[src/rtl/pipe_mem_stage_lsu.sv]
// Memory-stage load/store unit: req/gnt/rvalid data port, byte-lane store/load alignment, 4:1 writeback mux.
// Optional define LSU_MISALIGN_TRAP_EN: misaligned accesses skip memory and complete with o_misalign set.
module pipe_mem_stage_lsu #(
    parameter int unsigned XLEN    = 32,
    parameter int unsigned DMEM_AW = 12
) (
    input  logic                i_clk,
    input  logic                i_rst,
    input  logic                i_valid,
    output logic                o_ready,
    output logic                o_stall,
    input  logic                i_mem_rd,
    input  logic                i_mem_wr,
    input  logic [2:0]          i_funct3,
    input  logic [XLEN-1:0]     i_addr,
    input  logic [XLEN-1:0]     i_wdata,
    input  logic [XLEN-1:0]     i_ext_imm,
    input  logic [XLEN-1:0]     i_pc_plus_imm,
    input  logic [XLEN-1:0]     i_pc_plus4,
    input  logic [1:0]          i_wb_sel,
    output logic                o_valid,
    input  logic                i_wb_ready,
    output logic [XLEN-1:0]     o_wb_data,
    output logic                o_misalign,
    output logic                o_dmem_req,
    input  logic                i_dmem_gnt,
    output logic                o_dmem_we,
    output logic [DMEM_AW-1:0]  o_dmem_addr,
    output logic [XLEN/8-1:0]   o_dmem_be,
    output logic [XLEN-1:0]     o_dmem_wdata,
    input  logic                i_dmem_rvalid,
    input  logic [XLEN-1:0]     i_dmem_rdata
);

    localparam int unsigned NB = XLEN / 8;
    localparam int unsigned LB = $clog2(NB);

    typedef enum logic [1:0] {
        S_IDLE,
        S_REQ,
        S_WAIT,
        S_DONE
    } state_e;

    state_e             state_q, state_d;
    logic [XLEN-1:0]    wb_data_q, wb_data_d;
    logic               misalign_q, misalign_d;
    logic               we_q, we_d;
    logic [DMEM_AW-1:0] addr_q, addr_d;
    logic [NB-1:0]      be_q, be_d;
    logic [XLEN-1:0]    wdata_q, wdata_d;
    logic [LB-1:0]      lane_q, lane_d;
    logic [2:0]         funct3_q, funct3_d;

    logic               accept;
    logic               is_mem;
    logic               trap;
    logic [LB-1:0]      lane_in;
    logic [NB-1:0]      be_in;
    logic [XLEN-1:0]    wdata_in;
    logic [XLEN-1:0]    mux_in;
    logic [XLEN-1:0]    shifted;
    logic [XLEN-1:0]    load_ext;

    // Access-size decode; half and full-width accesses drop the low address bits they cannot use.
    always_comb begin : size_decode
        lane_in  = i_addr[LB-1:0];
        be_in    = '0;
        wdata_in = i_wdata;
        case (i_funct3[1:0])
            2'b00: begin
                be_in    = NB'(1) << lane_in;
                wdata_in = {NB{i_wdata[7:0]}};
            end
            2'b01: begin
                lane_in[0] = 1'b0;
                be_in      = NB'(2'b11) << lane_in;
                wdata_in   = {(NB/2){i_wdata[15:0]}};
            end
            default: begin
                lane_in  = '0;
                be_in    = '1;
                wdata_in = i_wdata;
            end
        endcase
    end

    always_comb begin : wb_mux
        mux_in = i_addr;
        case (i_wb_sel)
            2'd0:    mux_in = i_addr;
            2'd1:    mux_in = i_ext_imm;
            2'd2:    mux_in = i_pc_plus_imm;
            default: mux_in = i_pc_plus4;
        endcase
    end

    always_comb begin : misalign_detect
        is_mem = i_mem_rd | i_mem_wr;
`ifdef LSU_MISALIGN_TRAP_EN
        trap = is_mem & (((i_funct3[1:0] == 2'b01) & i_addr[0]) |
                         (i_funct3[1] & (|i_addr[LB-1:0])));
`else
        trap = 1'b0;
`endif
    end

    always_comb begin : load_align
        shifted  = i_dmem_rdata >> {lane_q, 3'b000};
        load_ext = shifted;
        case (funct3_q)
            3'b000:  load_ext = {{(XLEN-8){shifted[7]}}, shifted[7:0]};
            3'b001:  load_ext = {{(XLEN-16){shifted[15]}}, shifted[15:0]};
            3'b100:  load_ext = {{(XLEN-8){1'b0}}, shifted[7:0]};
            3'b101:  load_ext = {{(XLEN-16){1'b0}}, shifted[15:0]};
            default: load_ext = shifted;
        endcase
    end

    always_ff @(posedge i_clk) begin : state_reg
        if (i_rst) begin
            state_q    <= S_IDLE;
            wb_data_q  <= '0;
            misalign_q <= 1'b0;
            we_q       <= 1'b0;
            addr_q     <= '0;
            be_q       <= '0;
            wdata_q    <= '0;
            lane_q     <= '0;
            funct3_q   <= '0;
        end else begin
            state_q    <= state_d;
            wb_data_q  <= wb_data_d;
            misalign_q <= misalign_d;
            we_q       <= we_d;
            addr_q     <= addr_d;
            be_q       <= be_d;
            wdata_q    <= wdata_d;
            lane_q     <= lane_d;
            funct3_q   <= funct3_d;
        end
    end

    always_comb begin : next_state
        accept     = i_valid & o_ready;
        state_d    = state_q;
        wb_data_d  = wb_data_q;
        misalign_d = misalign_q;
        we_d       = we_q;
        addr_d     = addr_q;
        be_d       = be_q;
        wdata_d    = wdata_q;
        lane_d     = lane_q;
        funct3_d   = funct3_q;
        case (state_q)
            S_IDLE, S_DONE: begin
                if (accept) begin
                    misalign_d = trap;
                    wb_data_d  = trap ? i_addr : mux_in;
                    if (is_mem & ~trap) begin
                        // Store wins when both rd and wr are set.
                        we_d     = i_mem_wr;
                        addr_d   = i_addr[DMEM_AW+LB-1:LB];
                        be_d     = be_in;
                        wdata_d  = wdata_in;
                        lane_d   = lane_in;
                        funct3_d = i_funct3;
                        state_d  = S_REQ;
                    end else begin
                        state_d  = S_DONE;
                    end
                end else if ((state_q == S_DONE) && i_wb_ready) begin
                    state_d = S_IDLE;
                end
            end
            S_REQ: begin
                if (i_dmem_gnt) begin
                    state_d = we_q ? S_DONE : S_WAIT;
                end
            end
            S_WAIT: begin
                if (i_dmem_rvalid) begin
                    wb_data_d = load_ext;
                    state_d   = S_DONE;
                end
            end
            default: state_d = S_IDLE;
        endcase
    end

    always_comb begin : outputs
        logic ready;
        ready        = (state_q == S_IDLE) | ((state_q == S_DONE) & i_wb_ready);
        o_ready      = ready;
        o_stall      = i_valid & ~ready;
        o_valid      = (state_q == S_DONE);
        o_dmem_req   = (state_q == S_REQ);
        o_dmem_we    = we_q & (state_q == S_REQ);
        o_dmem_addr  = addr_q;
        o_dmem_be    = be_q;
        o_dmem_wdata = wdata_q;
        o_wb_data    = wb_data_q;
        o_misalign   = misalign_q;
    end

endmodule

[config.mk]
export PLATFORM = sky130hd
export DESIGN_NAME = pipe_mem_stage_lsu
export DESIGN_NICKNAME = d
export VERILOG_FILES = /design/src/rtl/pipe_mem_stage_lsu.sv
export SDC_FILE = /design/constraint.sdc
export NUM_CORES = 1
export LEC_CHECK = 0
export ABC_AREA = 1
export BUFFER_PORTS_ARGS = -buffer_cell sky130_fd_sc_hd__buf_2
export CAP_MARGIN = 20
export CELL_PAD_IN_SITES_DETAIL_PLACEMENT = 0
export CELL_PAD_IN_SITES_GLOBAL_PLACEMENT = 1
export CORE_MARGIN = 10
export CORE_UTILIZATION = 29
export DETAILED_ROUTE_END_ITERATION = 16
export PLACE_DENSITY_LB_ADDON = 0.25
export SLEW_MARGIN = 20
export SYNTH_ARGS = -nofsm -noshare
export SYNTH_HDL_FRONTEND = slang
export SYNTH_SLANG_ARGS = --single-unit
[constraint.sdc]
create_clock -name i_clk -period 2.5 [get_ports i_clk]
set_clock_uncertainty 0.2 [all_clocks]
set_input_delay 0.125 -clock i_clk [delete_from_list [all_inputs] [get_ports i_clk]]
set_output_delay 0.125 -clock i_clk [all_outputs]
set_load 0.005 [all_outputs]
### After elaboration in Yosys (flattened, before gate mapping)

Cells that the tools add are included.

* register bits after elaboration: 88
* output and inout port bits: 86

* shift operators: 3
* equality and inequality tests: 13
* bitwise gates (word level): 7
* reductions and logical operators: 11
* muxes and demuxes: 16

Operator list (count)
* case mux 32 bit (2 select lines): 2
* case mux 32 bit (4 select lines): 1
* case mux 32 bit (3 select lines): 1
* 2-to-1 mux 32 bit: 2
* >> shifter 32 x 5 -> 32 bit: 1
* 2-to-1 mux 2 bit: 5
* AND reduction 3 bit: 3
* case mux 4 bit (2 select lines): 1
* == test 2 x 1 -> 1 bit (second input constant): 3
* == test 2 bit (second input constant): 3
* == test 3 bit (second input constant): 2
* logical NOT 2 bit: 3
* case mux 2 bit (3 select lines): 1
* bitwise AND 1 bit: 4
* inequality test 2 bit (second input constant): 2
* OR reduction 2 bit: 2
* left shift 1 x 2 -> 4 bit (first input constant): 1
* left shift 2 x 2 -> 4 bit (first input constant): 1
* == test 3 x 1 -> 1 bit (second input constant): 1
* logical NOT 3 bit: 1
* 2-to-1 mux 1 bit: 3
* inequality test 3 bit (second input constant): 1
* inequality test 2 x 1 -> 1 bit (second input constant): 1
* bitwise OR 1 bit: 2
* 3 further kinds: 3

### Depth between registers and ports, before layout

* word-level depth: 6
* mapped depth: 12
* mapped depth without buffers: 11

### Worst setup path after synthesis

Ideal clock, no wire load.

* path type: register to register
* start point: reg state_q[0]
* end point: reg funct3_q[1]
* data arrival time: 1590 ps
* data required time: 2230 ps
* buffers on the path: 2
* setup slack: 640 ps
* cell stages (with the launch flop): 12
* library setup time: 70 ps
* cell sequence: dfxtp_1 -> inv_1 -> ha_1 -> inv_1 -> nand3_1 -> inv_1 -> nand2_1 -> inv_1 -> buf_2 -> buf_4 -> nand2_1 -> a21oi_1

* word-level cells in the longest chain between the ends: 5

Ends and longest elaborated chain
* from (decl): RTL line 45 `state_e state_q, state_d;`
* from (signal assigned): RTL line 132 `state_q <= state_d;`
* == test 2 bit: RTL line 155, 193
* bitwise AND 1 bit: RTL line 193 `ready = (state_q == S_IDLE) | ((state_q == S_DONE) & i_wb_ready);`
* bitwise OR 1 bit: RTL line 193
* bitwise AND 1 bit: RTL line 145 `accept = i_valid & o_ready;`
* AND reduction 3 bit (no line) *
* to (signal assigned): RTL line 140 `funct3_q <= funct3_d;`
* to (decl): RTL line 53 `logic [2:0] funct3_q, funct3_d;`

Mark *: on every way between the ends. The rest lies on a longest branch, timed or not.
A chain may end at the register's enable or synchronous reset.

### Worst setup path after layout

* start point: reg state_q[0]
* end point: reg wb_data_q[25] (netlist: o_wb_data[25])

* word-level cells in the longest chain between the ends: 6

Ends and longest elaborated chain
* == test 2 bit: RTL line 155, 193
* bitwise AND 1 bit: RTL line 193
* bitwise OR 1 bit: RTL line 193
* bitwise AND 1 bit: RTL line 145
* inequality test 2 bit (no line)
* AND reduction 3 bit (no line)
* to (signal assigned): RTL line 133 `wb_data_q <= wb_data_d;`
* to (decl): RTL line 46 `logic [XLEN-1:0] wb_data_q, wb_data_d;`

Parallel ways exist; a longest one is shown, timed or not.

==> metrics.txt <==
Psw 2.75 mW; first-pass iteration count of the detailed router 5; Distinct cells, synth 23; worst path arrival time 2.33 ns; IO Pins 291; internal power 3.79 mW; CTS buffer count 9; number of DRC markers in iteration 0 451; HPWL after DPL 21000 um; Worst Tran Pin Value 1.02 ns; Setup crit start kind flip-flop; Slew Limit Fails 0; pre-CTS setup slack 0.349 ns; Required @ worst endpoint 2.52 ns; Syn Inst Count 905; final setup fails 0; multi-input combinational cell area 3150 sq um; Hold Worst Slack 0.00939 ns; PortBufs 289; Routed Antenna Nets 0; Final Hold Fails 0; CTS clk-pin slew, worst paths 0.07 ns; Peak VDD IR 552 uV; number of synthesized register bits 88; Fill cells 1993; final cycle utilization of the critical path 92.5%; sequential area share after synthesis 32.7%; Routed WL 26700 um; vias per cell 4.81; status finished, final reports clean; standard-cell rows 49; first-pass GRT wire length 40300 um; core area 18100 sq um; Max Fclk 432 MHz; average wire per standard cell 18.4 um; clk_lat worst skew 0.35 ns; post-layout min period 2.31 ns; CTS tree done; Sw Share 42.1%; Leak 3.98 nW; residual DRC count 0; post-CTS sizing 0; critical path class reg -> reg; Initial Utilization 29.8%; HP Class in -> reg; PD cells 835 nW/um^2; Die Area 24400 sq um; RSZ-0062 raised after global routing no; Post-CTS Setup Bufs 0; Clock power frac 21.2%; sequential cell area 1760 sq um; vias in the first global route 7194; Synth Warn # 0; Sink Count 88; Slew headroom 31.7%; fraction of layout instances using a drive strength above 1 28.7%; H-tree lvl count 3; vias post-DR 6991; syn_area_per_cell 5.95 sq um; DIE WIDTH 156 um; antenna violations before repair 5; Crit. End Element flip-flop; syn_nets 1114; gp weighted congestion 0.880; # nets final 1425; placed inst area 7030 sq um; die height 156 um; total congestion overflow 0; Clock Path Buffers 2; placed cell count 1384; sequential power share 31.3%; area delta synth->final 45.5%; cell area after layout 7840 sq um; setup ws final 0.187 ns; Fin Setup TNS 0 ns; crit-path max FO 30; largest net degree at the start of global routing 73; Comb pwr share 47.5%; Max Cap Viol 0; CTS Root Cell clkbuf_16; non-filler cells, final 1452; synthesized area 5390 sq um; gr usage total 21.0%
flip-flops by register name (all words and copies together) (netlist names):
signal and flops:
lane_q 2, we_q 1, state_q 2, funct3_q 3, o_dmem_wdata 32, o_wb_data 32
o_dmem_be 4, o_dmem_addr 12
Yosys cell counts:
library cell,instances,area (sq um)
nor2_2,2,12.5
ha_1,4,50.1
conb_1,1,3.75
a22oi_1,2,15.0
or2_2,12,75.1
nand3_2,1,10.0
a211oi_1,2,15.0
dfxtp_1,88,1760
a21oi_1,84,420
nor2_1,54,203
buf_4,6,45.0
o21a_1,1,7.51
nand4_1,11,68.8
nor3_1,1,5.00
o21ai_0,44,220
inv_2,6,22.5
inv_1,43,161
nand2_1,365,1370
o21ai_1,14,70.1
o211ai_1,25,188
clkbuf_1,28,105
buf_2,28,140
nand3_1,83,415
what timing repair did:
action | 4_1_cts | 5_1_grt
hold endpoints to repair | 50 | 0
setup endpoints to repair | 0 | 0
hold buffers | 50 | 0
area by class of cell:
class | count | share of cell area, %
clock inverters | 5 | 0.719
well taps | 229 | 3.66
multi-input cells | 706 | 40.3
inverters | 49 | 2.35
flip-flops and latches | 88 | 22.5
diodes | 2 | 0.0639
repair buffers | 362 | 27.4
clock buffers | 11 | 3.10
logic make-up (layout without fill, tap and decap cells):
family | after synthesis | in the layout | share of synthesized area, %
buffers and inverters | 111 | 427 | 8.81
and+or+nand+nor | 529 | 529 | 40.1
other | 1 | 3 | 0.0696
AOI/OAI and AO/OA | 172 | 172 | 17.4
DFF | 88 | 88 | 32.7
adders and majority gates | 4 | 4 | 0.929
routing by layer:
layer  wire [um]  up-vias  track usage (%)
li1            -     3558                -
met1       10900     3147             24.4
met2       12800      246             35.6
met3        2400       34             7.04
met4         579        6             6.70
met5          34        -                0
metrics by stage:
step           utilization (%)  power (mW)
3_3_place_gp              38.9        5.13
5_1_grt                   43.3        7.07
2_1_floorplan                -        3.83
4_1_cts                   43.3        6.63
6_report                  43.3        6.54
3_5_place_dp              38.9        5.14
power groups by stage:
| stage | Sequential (mW) | Clock (mW) | Combinational, mW |
|---|---|---|---|
| 2_1_floorplan | 2.06 | 0 | 1.78 |
| 3_3_place_gp | 2.06 | 0 | 3.06 |
| 3_5_place_dp | 2.07 | 0 | 3.07 |
| 4_1_cts | 2.05 | 1.43 | 3.15 |
| 5_1_grt | 2.09 | 1.47 | 3.51 |
| 6_report | 2.05 | 1.39 | 3.11 |
cell usage in the layout, fill, tap and decap left out, types with 2 or more instances in the layout:
cell	netlist	routed
o21ai_0	44	44
nor2_1	54	53
a22oi_1	2	2
nor2_2	2	3
a21oi_1	84	84
ha_1	4	4
buf_12	0	2
buf_2	28	289
or2_2	12	12
o21ai_1	14	14
nand2_1	365	364
o211ai_1	25	25
inv_1	43	43
clkinv_2	0	2
clkbuf_16	0	9
a211oi_1	2	2
nand4_1	11	11
dfxtp_1	88	88
diode_2	0	2
dlygate4sd3_1	0	50
buf_4	6	21
nand3_1	83	83
inv_2	6	6
worst max-delay path: stages (launching register included):
cell	delay, ns
dfxtp_1	0.37
inv_1	0.09
ha_1	0.25
inv_2	0.07
buf_4	0.34
nand4_1	0.13
dlygate4sd3_1	0.58
o21ai_1	0.08
a21oi_1	0.07
worst paths after layout:
check,start,endpoint,slack [ns],cells after the start
setup / recovery,state_q[0],o_wb_data[25],0.19,8
hold / removal,i_pc_plus4[7],o_wb_data[7],0.009,5
setup reg to reg,state_q[0],o_wb_data[25],0.19,8
hold reg to reg,o_dmem_addr[9],o_dmem_addr[9],0.26,2
Power figures use the tool's default switching activity.
